[src/rtl/hazard_stall_controller.sv]
// Load-use / branch / halt hazard controller beside the ID stage.
// Drives PC and IF/ID write enables, the ID/EX bubble mux, the IF/ID flush and a sticky halt flag.
module hazard_stall_controller #(
  parameter int              NB_REG            = 5,
  parameter int              NB_OP             = 6,
  parameter logic [NB_OP-1:0] CODE_OP_HALT     = {NB_OP{1'b1}},
  parameter int              LOAD_STALL_CYCLES = 1,
  parameter int              HALT_DRAIN_CYCLES = 3,
  parameter int              NB_STALL_CNT      = 16
) (
  input  logic                    i_clk,
  input  logic                    i_reset,
  input  logic                    i_enable,
  input  logic [NB_REG-1:0]       i_if_id_rs,
  input  logic [NB_REG-1:0]       i_if_id_rt,
  input  logic [NB_OP-1:0]        i_if_id_op,
  input  logic [NB_REG-1:0]       i_id_ex_rt,
  input  logic                    i_id_ex_mem_read,
  input  logic                    i_branch_taken,
  output logic                    o_pc_write,
  output logic                    o_if_id_write,
  output logic                    o_id_ex_bubble,
  output logic                    o_if_id_flush,
  output logic                    o_halt,
  output logic [NB_STALL_CNT-1:0] o_stall_cycles
);

  localparam int MAX_CYCLES = (LOAD_STALL_CYCLES > HALT_DRAIN_CYCLES) ?
                              LOAD_STALL_CYCLES : HALT_DRAIN_CYCLES;
  localparam int NB_CNT     = $clog2(MAX_CYCLES + 1);

  typedef enum logic [1:0] {
    RUN        = 2'd0,
    LOAD_STALL = 2'd1,
    DRAIN      = 2'd2,
    HALTED     = 2'd3
  } state_t;

  state_t            state, state_next;
  logic [NB_CNT-1:0] cnt, cnt_next;
  logic              count_stall;
  logic              hazard;
  logic              halt_op;

  // $zero is hardwired, so a load targeting it never creates a dependency.
  assign hazard  = i_id_ex_mem_read && (i_id_ex_rt != '0) &&
                   ((i_id_ex_rt == i_if_id_rs) || (i_id_ex_rt == i_if_id_rt));
  assign halt_op = (i_if_id_op == CODE_OP_HALT);

  always_comb begin
    // NOTE: every signal gets a default before the case so no path can infer a latch.
    state_next     = state;
    cnt_next       = cnt;
    count_stall    = 1'b0;
    o_pc_write     = 1'b0;
    o_if_id_write  = 1'b0;
    o_id_ex_bubble = 1'b1;
    o_if_id_flush  = 1'b0;

    case (state)
      RUN: begin
        if (halt_op) begin
          if (HALT_DRAIN_CYCLES == 1) begin
            state_next = HALTED;
          end else begin
            state_next = DRAIN;
            cnt_next   = NB_CNT'(HALT_DRAIN_CYCLES - 1);
          end
        end else if (hazard) begin
          count_stall = 1'b1;
          if (LOAD_STALL_CYCLES > 1) begin
            state_next = LOAD_STALL;
            cnt_next   = NB_CNT'(LOAD_STALL_CYCLES - 1);
          end
        end else begin
          o_pc_write     = 1'b1;
          o_if_id_write  = 1'b1;
          o_id_ex_bubble = 1'b0;
          o_if_id_flush  = i_branch_taken;
        end
      end
      LOAD_STALL: begin
        count_stall = 1'b1;
        cnt_next    = cnt - NB_CNT'(1);
        if (cnt == NB_CNT'(1)) state_next = RUN;
      end
      DRAIN: begin
        if (cnt == NB_CNT'(1)) state_next = HALTED;
        else                   cnt_next   = cnt - NB_CNT'(1);
      end
      default: ;
    endcase

    // A frozen pipeline sees idle controls; reset overrides with a safe bubble.
    if (i_reset) begin
      o_pc_write     = 1'b0;
      o_if_id_write  = 1'b0;
      o_id_ex_bubble = 1'b1;
      o_if_id_flush  = 1'b0;
    end else if (!i_enable) begin
      o_pc_write     = 1'b0;
      o_if_id_write  = 1'b0;
      o_id_ex_bubble = 1'b0;
      o_if_id_flush  = 1'b0;
    end
  end

  always_ff @(posedge i_clk) begin
    // NOTE: non-blocking assignments keep every register updating from pre-edge values.
    if (i_reset) begin
      state          <= RUN;
      cnt            <= '0;
      o_halt         <= 1'b0;
      o_stall_cycles <= '0;
    end else if (i_enable) begin
      state  <= state_next;
      cnt    <= cnt_next;
      o_halt <= (state_next == HALTED);
      if (count_stall && (o_stall_cycles != '1))
        o_stall_cycles <= o_stall_cycles + NB_STALL_CNT'(1);
    end
  end

endmodule

[config.mk]
export PLATFORM = sky130hd
export DESIGN_NAME = hazard_stall_controller
export DESIGN_NICKNAME = d
export VERILOG_FILES = /design/src/rtl/hazard_stall_controller.sv
export SDC_FILE = /design/constraint.sdc
export NUM_CORES = 1
export LEC_CHECK = 0
export BUFFER_PORTS_ARGS = -buffer_cell sky130_fd_sc_hd__buf_2
export CORE_ASPECT_RATIO = 1.2
export CORE_UTILIZATION = 51
export CTS_BUF_LIST = sky130_fd_sc_hd__clkbuf_8
export DETAILED_ROUTE_END_ITERATION = 7
export PLACE_DENSITY = 0.81
export RECOVER_POWER = 50
export SYNTH_ARGS = -nofsm -noshare
export SYNTH_HDL_FRONTEND = slang
export SYNTH_SLANG_ARGS = --single-unit
[constraint.sdc]
create_clock -name i_clk -period 2.1 [get_ports i_clk]
set_input_delay 0.42 -clock i_clk [delete_from_list [all_inputs] [get_ports i_clk]]
set_output_delay 0.42 -clock i_clk [all_outputs]
set_load 0.1 [all_outputs]
# Word level (Yosys, flattened, before mapping)
# Index checks and enable logic that the tools add are counted.
[word_totals]
mem_bits_rw = 0
word_cells = 49
romBits = 0
latchBits = 0
input_bits = 26
ff_bits = 21
n_memories = 0
[classes]
div = 0
n_shift = 0
bitwise_logic = 0
mul = 0
mux = 24
n_eq_ne = 10
addsub = 2
reduce_logical = 9
n_lt_le_gt_ge = 0
[ops]
columns = ["cell", "n"]
rows = [
  ["$add A16 B1 Y16 const B", 1],
  ["$mux W1", 16],
  ["$ne A16 B16 Y1 const B", 1],
  ["$pmux W2 S3", 2],
  ["$eq A5 B5 Y1", 2],
  ["$mux W2", 5],
  ["$eq A6 B6 Y1 const B", 1],
  ["$reduce_bool A5 Y1", 1],
  ["$eq A2 B1 Y1 const B", 2],
  ["$eq A2 B2 Y1 const B", 2],
  ["$ne A2 B2 Y1 const B", 2],
  ["$reduce_and A4 Y1", 1],
  ["$logic_and A1 B1 Y1", 3],
  ["$reduce_bool A3 Y1", 1],
  ["$logic_not A2 Y1", 1],
  ["$pmux W1 S2", 1],
  ["$reduce_and A2 Y1", 1],
  ["$sub A2 B1 Y2 const B", 1],
  ["$logic_or A1 B1 Y1", 1],
]

# Longest topological paths before layout
# Gate-level depths: netlist of the first run.
[depth]
ltp_word = 8
ltp_mapped = 8
ltp_nobuf = 7

# Least setup slack after synthesis of the first run
# No wires, ideal clock.
[synth_timing]
kind = "input -> output"
startpoint = "input port i_id_ex_rt[1]"
endpoint = "output port o_if_id_flush"
path_slack_ps = -2867
arrival_time_ps = 4547
required_ps = 1680
cell_stages = 5
path_cell_list = "or4_1 o21ai_0 o21bai_1 nor3b_1 and2_1"
[synth_via]
elab_chain_cells = 8
[synth_lines]
columns = ["element", "line_no", "text"]
rows = [
  ["from (decl)", "17", "input logic [NB_REG-1:0] i_id_ex_rt,"],
  ["$eq A5 B5 Y1 or $reduce_bool A5 Y1 (tied branches)", "47, 46", ""],
  ["$logic_or A1 B1 Y1 or $logic_and A1 B1 Y1 (tied branches)", "47, 46", ""],
  ["$logic_and A1 B1 Y1 (*)", "46", "assign hazard = i_id_ex_mem_read && (i_id_ex_rt != '0) &&"],
  ["$mux W1 (*)", "69", "end else if (hazard) begin"],
  ["$mux W1 (*)", "62", "if (halt_op) begin"],
  ["$mux W1 (*)", "60", "case (state)"],
  ["$mux W1 (*)", "100", "end else if (!i_enable) begin"],
  ["$mux W1 (*)", "95", "if (i_reset) begin"],
  ["to (decl)", "23", "output logic o_if_id_flush,"],
]
# Mark *: on every way between the ends. The rest lies on a longest branch, timed or not.

# Worst setup path after layout of the first run
# Ends and elaborated chain as after synthesis.

==> flow_summary.json, run 1 <==
{
  "critPathArrivalTime_ps": 1860,
  "main_area_contributors_after_synthesis": "dfxtp_1 (31%), xnor2_1 (9.2%), nor2_1 (6.7%)",
  "share_seq_of_total_power": 0.457,
  "timing.final.setup_violations": 4,
  "timing.final.hold_violations": 0,
  "synthesis.yosys.warnings": 0,
  "antennaDiodeCount": 0,
  "top_area_cell_type_share_of_the_netlist_area": 0.314,
  "floorplan_die_area_sq_um": 2840,
  "tightest_slew_ps": 545,
  "power_frac_comb": 0.237,
  "postRouteAntennaNets": 0,
  "timing.final.crit_period_ps": 2280,
  "status": "finished with violations",
  "synth_sequential_area_ratio": 0.314,
  "layout.filler_cells": 185,
  "dpl-instance-area_sq_um": 1790,
  "grt_max_degree": 23,
  "maxSlewHeadroom": 0.638,
  "p_clk_frac": 0.306,
  "htreeDepth": 1,
  "finalInstanceArea_sq_um": 1900,
  "clock_latency_ps": 260,
  "routed-via-count": 1333,
  "synthToLayoutAreaGrowth_pct": 41.5,
  "power_switching_uw": 253,
  "worst_clock_skew_ps": 7.52,
  "synth_async_sr_flop_share": 0,
  "cap_viol_max_count": 0,
  "dieHeight_um": 58.2,
  "worstSetupPathType": "input port to output pin",
  "synth.cell_area_sq_um": 1340,
  "clock_tree_from_tritoncts": "done",
  "critical_path.max_fanout": 2,
  "final_nets": 249,
  "p_per_area_nw_per_um2": 459,
  "leakage_uw": 0.000773,
  "fraction_of_final_layout_cells_with_drive_strength_greater_than_1": 0.477,
  "cts.path.max_buffers": 2,
  "number_of_library_cell_types_mapped_by_synthesis": 39,
  "dp_worst_setup_slack_ps": -198,
  "wire_length_of_the_first_global_routing_pass_um": 5460,
  "power.share.switching": 0.290,
  "top_level_ports": 47,
  "setup_ws_ps": -178,
  "commonest_cells_in_the_synthesized_netlist": "nor2_1 (24), dfxtp_1 (21), xnor2_1 (14)",
  "setup-tns-final_ps": -610,
  "globalRouteOverflowTotal": 0,
  "maxSlewViolCount": 0,
  "detail_route.vias_per_cell": 5.35,
  "cp_data_required_time_ps": 1680,
  "synth_flop_cell": "dfxtp_1",
  "layoutNonFillerInstCount": 249,
  "synth_top_cell_by_area": "dfxtp_1",
  "fmaxAchievable_mhz": 439,
  "pre_repair_dr_iteration_count": 4,
  "die_w_um": 48.8,
  "worstSetupEndpointType": "output pin",
  "synth_area_per_cell_sq_um": 8.59,
  "yosys.cell_count.top_type": "nor2_1",
  "cell_internal_pwr_uw": 618,
  "failed_checks": "setup timing",
  "peakVddDrop_uv": 372,
  "synth-edff-count": 0,
  "synth_fp_nets": 188,
  "setup_repair_after_global_routing_missed_its_margin": "yes",
  "postSynthCellCount": 156,
  "drt_first_iter_violations": 33,
  "timing.critical_path.from_type": "input port",
  "routed_wire_length_per_instance_um": 13.0,
  "cts_made_buffers": 3,
  "cts.sinks": 21,
  "synth_seq_cells": 21,
  "port_buffers": 46,
  "grt_use_total": 0.246,
  "clkSlewWorstSetupHoldPaths_ps": 70,
  "start_util": 0.535,
  "clockRootBuffer": "clkbuf_8",
  "finalCritPeriodShare": 1.08,
  "rows": 20,
  "grt_antenna_before_repair": 0,
  "routed_wirelength_um": 3250,
  "gp_routability_congestion": 0.796,
  "hold_ws_ps": 512,
  "grt_pass1_vias": 1338,
  "timing.hold.worst.class": "register to register",
  "dp_hpwl_um": 2370,
  "hold_buffers": 0,
  "core_region_area_sq_um": 2500,
  "place_inst": 243,
  "route.detailed.drc": 0
}
## path summary, 6_finish.rpt
check / endpoint / from / cells past startpoint / slack [ps]
min: cnt[0] / cnt[0] / 2 / 510
min reg2reg: cnt[0] / cnt[0] / 2 / 510
max: o_if_id_flush / i_id_ex_rt[1] / 7 / -180
max reg2reg: o_stall_cycles[5] / state[1] / 8 / 210
## power groups by stage
stage               sequential, uW  clock (uW)  combinational (uW)
global placement               408           0                 177
global route                   399         293                 220
floorplan                      412           0                 108
CTS                            398         270                 199
detailed placement             408           0                 183
finish                         398         266                 206
## state kept, by name, summed over array words and instances (netlist names)
register	flops
o_halt	1
o_stall_cycles	16
state	2
cnt	2
## layer usage
| metal | up-vias | GRT usage | part of all wire |
|---|---|---|---|
| li1 | 659 | - | - |
| met1 | 625 | 0.241 | 0.40 |
| met2 | 38 | 0.488 | 0.53 |
| met3 | 11 | 0.0315 | 0.033 |
| met4 | 0 | 0.143 | 0.035 |
| met5 | - | 0 | 0 |
## per-stage QoR
stage,util,power (uW)
floorplan,-,520
global placement,0.715,585
detailed placement,0.715,591
CTS,0.754,868
global route,0.758,912
finish,0.758,871
## placed cells by master (no fill, tap or decap), types with 2 or more instances in the layout
cell,count
xor2_1,10
nor2_1,24
nand3_1,3
nor4_1,3
nand4_1,7
clkbuf_2,16
and3_1,3
xnor2_1,14
dfxtp_2,12
nor3_2,8
dfxtp_1,5
buf_12,4
nand2_1,11
buf_6,3
o21ai_0,2
a21oi_1,6
dfxtp_4,4
inv_1,6
buf_4,14
buf_2,24
ha_1,6
clkbuf_8,3
or3_1,2
nand2b_1,2
## critical path, cell delays in order
cell and delay, ps:
buf_6 90, or4_4 530, o21ai_4 170, o21bai_4 90
nor3b_4 200, and2_4 180, buf_12 160
## final cells by class
| cell class | count | area [sq um] | area share |
|---|---|---|---|
| multi-input cells | 123 | 912 | 0.481 |
| flip-flops and latches | 21 | 450 | 0.238 |
| repair buffers | 62 | 423 | 0.223 |
| clock buffers | 3 | 41.3 | 0.0218 |
| well taps | 33 | 41.3 | 0.0218 |
| inverters | 6 | 22.5 | 0.0119 |
| clock inverters | 1 | 5.00 | 0.00264 |
## what timing repair did
item	4_1_cts	5_1_grt
pin swaps	3	0
cloned	0	0
resized for setup	10	2
endpoints found under the hold margin	0	0
buffers inserted	1	1
setup endpoints to repair	4	4
## logic make-up after synthesis
logic type	synth area share
AO/OA/AOI/OAI	0.0971
buffers and inverters	0.0448
XOR/XNOR	0.157
flip-flops	0.314
multiplexers	0.00747
adder cells (fa/ha/maj)	0.0560
AND/OR/NAND/NOR	0.324
Power figures use the tool's default switching activity.
==> run 2, diff against run 1 <==
GPL_TIMING_DRIVEN = 0   (was unset)
PLACE_DENSITY = 0.83   (was 0.81)
==> run 2 against run 1 <==
Net effect: the flow still finishes with violations (setup timing); sequential cell count unchanged; sequential share of layout area grew 0.34 points; core utilization shrank 0.85 points; critical path type unchanged.
==> flow_summary.json, run 2 (synthesis results as in run 1) <==
{
  "status": "finished with violations",
  "failed_checks": "setup timing",
  "grt_antenna_before_repair": 0,
  "largest_register_ff_count": 16,
  "htreeDepth": 1,
  "rows": 20,
  "post-route-util": 0.749,
  "critPathArrivalTime_ps": 1910,
  "dieHeight_um": 58.2,
  "max_flop_register": "o_stall_cycles",
  "pre_repair_dr_iteration_count": 4,
  "finalInstanceArea_sq_um": 1870,
  "setup-tns-final_ps": -799,
  "maxSlewViolCount": 0,
  "finalCritPeriodShare": 1.11,
  "setup_repair_after_global_routing_missed_its_margin": "yes",
  "cap_viol_max_count": 0,
  "grt_use_total": 0.259,
  "grt_max_degree": 12,
  "min_from": "i_reset",
  "routed_wire_length_per_instance_um": 14.6,
  "max_stage_delay_ps": 540,
  "route.detailed.drc": 0,
  "setup_ws_ps": -230,
  "core_region_area_sq_um": 2500,
  "final_cell_mix": "buf_2 (39), nor2_1 (22), xnor2_1 (14), dfxtp_2 (13), nand2_1 (11)",
  "port_buffers": 45,
  "dpl-instance-area_sq_um": 1670,
  "cp.buffers_inverters": 2,
  "globalRouteOverflowTotal": 0,
  "path_cells": "buf_8 > or4_4 > o21ai_4 > o21bai_4 > nor3b_4 > and2_4 > buf_12",
  "startpoint": "i_id_ex_rt[4]",
  "tightest_slew_ps": 543,
  "cp_data_required_time_ps": 1680,
  "timing.final.crit_period_ps": 2330,
  "worstSetupEndpointType": "output pin",
  "synthToLayoutAreaGrowth_pct": 39.9,
  "start_util": 0.535,
  "cts.path.max_buffers": 2,
  "gp_routability_congestion": 0.831,
  "timing.hold.worst.class": "input port to register",
  "antennaDiodeCount": 0,
  "clkSlewWorstSetupHoldPaths_ps": 80,
  "clockRootBuffer": "clkbuf_8",
  "final_nets": 243,
  "r2r-start": "state[0]",
  "largestRegisters": "o_stall_cycles (16), cnt (2), state (2)",
  "leakage_uw": 0.000766,
  "routed-via-count": 1331,
  "layout.filler_cells": 196,
  "clock_latency_ps": 250,
  "slowest_stage": "or4_4",
  "critical_path.max_fanout": 3,
  "p_per_area_nw_per_um2": 460,
  "grt_pass1_vias": 1336,
  "cts.sinks": 21,
  "timing.final.setup_violations": 4,
  "top_level_ports": 47,
  "postRouteAntennaNets": 0,
  "dp_hpwl_um": 2400,
  "dp_worst_setup_slack_ps": -480,
  "worstSetupPathType": "input port to output pin",
  "timing.final.hold_violations": 0,
  "floorplan_die_area_sq_um": 2840,
  "die_w_um": 48.8,
  "most_common_library_cell_in_the_layout_ignoring_fill_and_taps": "buf_2",
  "routed_wirelength_um": 3550,
  "clock_tree_from_tritoncts": "done",
  "fraction_of_final_layout_cells_with_drive_strength_greater_than_1": 0.471,
  "detail_route.vias_per_cell": 5.48,
  "fmaxAchievable_mhz": 429,
  "cts_made_buffers": 3,
  "maxSlewHeadroom": 0.638,
  "wire_length_of_the_first_global_routing_pass_um": 5710,
  "worst_clock_skew_ps": 5.65,
  "timing.critical_path.max_delay_family": "simple AND/OR/NAND/NOR gates",
  "drt_first_iter_violations": 51,
  "timing.critical_path.from_type": "input port",
  "peakVddDrop_uv": 542
}
[run 2: cell type report]
cell class                      instances  area, sq um  area share
Timing Repair Buffer                   50          339       0.181
Clock inverter                          1         3.75     0.00200
Sequential cell                        21          452       0.241
Clock buffer                            3         41.3      0.0220
Multi-Input combinational cell        123          928       0.495
Buffer                                  6         46.3      0.0247
Inverter                                6         22.5      0.0120
Tap cell                               33         41.3      0.0220
[run 2: what timing repair did]
action,in CTS,in global routing
endpoints found under the setup margin,4,7
pin swaps,5,2
setup buffers,3,2
gates resized for setup,21,11
hold buffers,0,0
[run 2: worst paths after layout]
check                             to  slack [ps]  cells after the start
setup / recovery       o_if_id_flush        -230                      7
hold reg to reg               o_halt         510                      2
setup reg to reg  o_stall_cycles[11]         200                      7
hold / removal                cnt[1]         440                      2
[run 2: where the power goes]
group          switching [uW]  internal [uW]
combinational             121           87.7
clock                     124            130
sequential               3.98            397
[run 2: per-layer routing]
layer	routed length [um]	global-route usage
met5	0	0
met1	1370	0.258
met3	185	0.0472
met2	1910	0.516
met4	90	0.118
[run 2: stage by stage]
step           hold WS [ps]  total power (uW)  instances
6_report                435               863        243
5_1_grt                 445               901        243
4_1_cts                 428               851        241
3_5_place_dp            486               570        234
3_3_place_gp            470               564        234
2_1_floorplan           462               520        156
==> run 3, diff against run 2 <==
CORE_ASPECT_RATIO = unset   (was 1.2)
SETUP_SLACK_MARGIN = 0.15   (was unset)
==> run 3 against run 2 <==
Net effect: core utilization increased by 6.1 points; cell count increased by 1.6%; clock power increased by 2%; the flow still finishes with violations (setup timing); largest cell class unchanged; worst setup slack got worse by 16 ps; non-clock buffer count increased by 7; critical path type unchanged; power increased by 2.0%.
==> flow_summary.json, run 3 (synthesis results as in run 1) <==
{
  "status": "finished with violations",
  "failed_checks": "setup timing",
  "post-route-util": 0.810,
  "largest_register_ff_count": 16,
  "clkSlewWorstSetupHoldPaths_ps": 70,
  "gp_routability_congestion": 0.836,
  "routed_wirelength_um": 3820,
  "peakVddDrop_uv": 484,
  "rows": 18,
  "synthToLayoutAreaGrowth_pct": 49.7,
  "finalCritPeriodShare": 1.12,
  "layout.filler_cells": 153,
  "grt_pass1_vias": 1303,
  "core_region_area_sq_um": 2480,
  "timing.critical_path.from_type": "input port",
  "largestRegisters": "o_stall_cycles (16), cnt (2), state (2)",
  "most_common_library_cell_in_the_layout_ignoring_fill_and_taps": "nor2_1",
  "place_inst": 231,
  "final_nets": 250,
  "drt_first_iter_violations": 33,
  "dieHeight_um": 53.3,
  "startpoint": "i_id_ex_rt[2]",
  "clock_tree_from_tritoncts": "done",
  "cp_data_required_time_ps": 1680,
  "r2r-start": "state[0]",
  "max_flop_register": "o_stall_cycles",
  "die_w_um": 53.3,
  "p_per_area_nw_per_um2": 439,
  "tightest_slew_ps": 554,
  "setup_ws_ps": -246,
  "route.detailed.drc": 0,
  "globalRouteOverflowTotal": 0,
  "cts_made_buffers": 3,
  "floorplan_die_area_sq_um": 2840,
  "leakage_uw": 0.000813,
  "pre_repair_dr_iteration_count": 4,
  "top_level_ports": 47,
  "worstSetupPathType": "input port to output pin",
  "timing.final.hold_violations": 0,
  "maxSlewHeadroom": 0.631,
  "clockRootBuffer": "clkbuf_8",
  "cts.path.max_buffers": 2,
  "routed-via-count": 1393,
  "grt_antenna_before_repair": 0,
  "fraction_of_final_layout_cells_with_drive_strength_greater_than_1": 0.507,
  "critical_path.max_fanout": 3,
  "worst_r2r_endpoint": "o_stall_cycles[11]",
  "port_buffers": 45,
  "cts.sinks": 21,
  "dp_hpwl_um": 2420,
  "critPathArrivalTime_ps": 1930,
  "cap_viol_max_count": 0,
  "htreeDepth": 1,
  "finalInstanceArea_sq_um": 2010,
  "timing.hold.worst.class": "input port to register",
  "grt_use_total": 0.247,
  "grt_max_degree": 12,
  "clock_latency_ps": 260,
  "worstSetupEndpoint": "o_if_id_flush",
  "setup_repair_after_global_routing_missed_its_margin": "yes",
  "regToRegSetupSlack_ps": 50,
  "worstRegToRegCells": 8,
  "worst_clock_skew_ps": 1.84,
  "start_util": 0.541,
  "detail_route.vias_per_cell": 5.64,
  "maxSlewViolCount": 0,
  "layoutNonFillerInstCount": 247,
  "worstSetupEndpointType": "output pin",
  "timing.final.crit_period_ps": 2350,
  "routed_wire_length_per_instance_um": 15.5,
  "wire_length_of_the_first_global_routing_pass_um": 5140,
  "p_total_uw": 880,
  "postRouteAntennaNets": 0,
  "antennaDiodeCount": 0,
  "fmaxAchievable_mhz": 426,
  "final_cell_mix": "nor2_1 (23), buf_2 (22), clkbuf_2 (15), xnor2_1 (14), buf_4 (13)",
  "timing.final.setup_violations": 4,
  "dpl-instance-area_sq_um": 1680
}
run 3: cell count changes in the layout (fill, tap and decap cells not counted), moves of 3 or more:
cell / previous run / this run
clkbuf_2: 0 / 15
buf_2: 39 / 22
buf_4: 7 / 13
dfxtp_4: 4 / 8
nor4_1: 3 / 0
nor4_2: 0 / 3
dfxtp_2: 13 / 9
run 3: stage by stage:
step                      worst slack, ps  setup TNS, ps  hold slack, ps
after detailed placement             -514          -2190             479
after floorplan                      -919          -2190             462
after global routing                 -290           -994             463
after CTS                            -235           -818             445
after global placement               -471          -1460             472
final                                -246           -811             445
run 3: final cells by class:
class,instances,area (sq um),area share
Clock inverter,1,3.75,0.00187
Buffer,6,46.3,0.0231
Sequential cell,21,462,0.230
Timing Repair Buffer,57,434,0.216
Inverter,6,22.5,0.0112
Clock buffer,3,41.3,0.0206
Multi-Input combinational cell,123,958,0.478
Tap cell,30,37.5,0.0187
run 3: report_power, final:
group / internal (uW) / leakage, uW / switching, uW
clock network: 130 / 0.0000269 / 128
registers: 392 / 0.000180 / 4.24
logic: 100 / 0.000605 / 126
run 3: worst min path at each step:
stage | depth (start not counted) | slack (ps) | from | end
detailed placement | 2 | 480 | cnt[0] | cnt[0]
finish | 2 | 440 | i_reset | cnt[1]
global placement | 2 | 470 | cnt[0] | cnt[0]
global route | 2 | 460 | i_reset | cnt[1]
CTS | 2 | 440 | i_reset | cnt[1]
floorplan | 2 | 460 | cnt[0] | cnt[0]
run 3: critical path, stage by stage:
cell and delay (ps):
buf_8 100, or4_4 540, o21ai_4 170, o21bai_4 80, nor3b_4 240, and2_4 200
buf_12 170
run 3: what timing repair did:
item / 4_1_cts / 5_1_grt
gates cloned: 0 / 1
pin swaps: 15 / 14
gates resized for setup: 24 / 18
hold buffers: 0 / 0
setup buffers: 4 / 7
endpoints found under the setup margin: 5 / 20
run 3: routing by layer:
layer	GRT usage	part of all wire	vias up
met1	0.284	0.37	671
met3	0.0316	0.060	9
met4	0.0965	0.014	0
met5	0	0	-
li1	-	-	658
met2	0.452	0.55	55
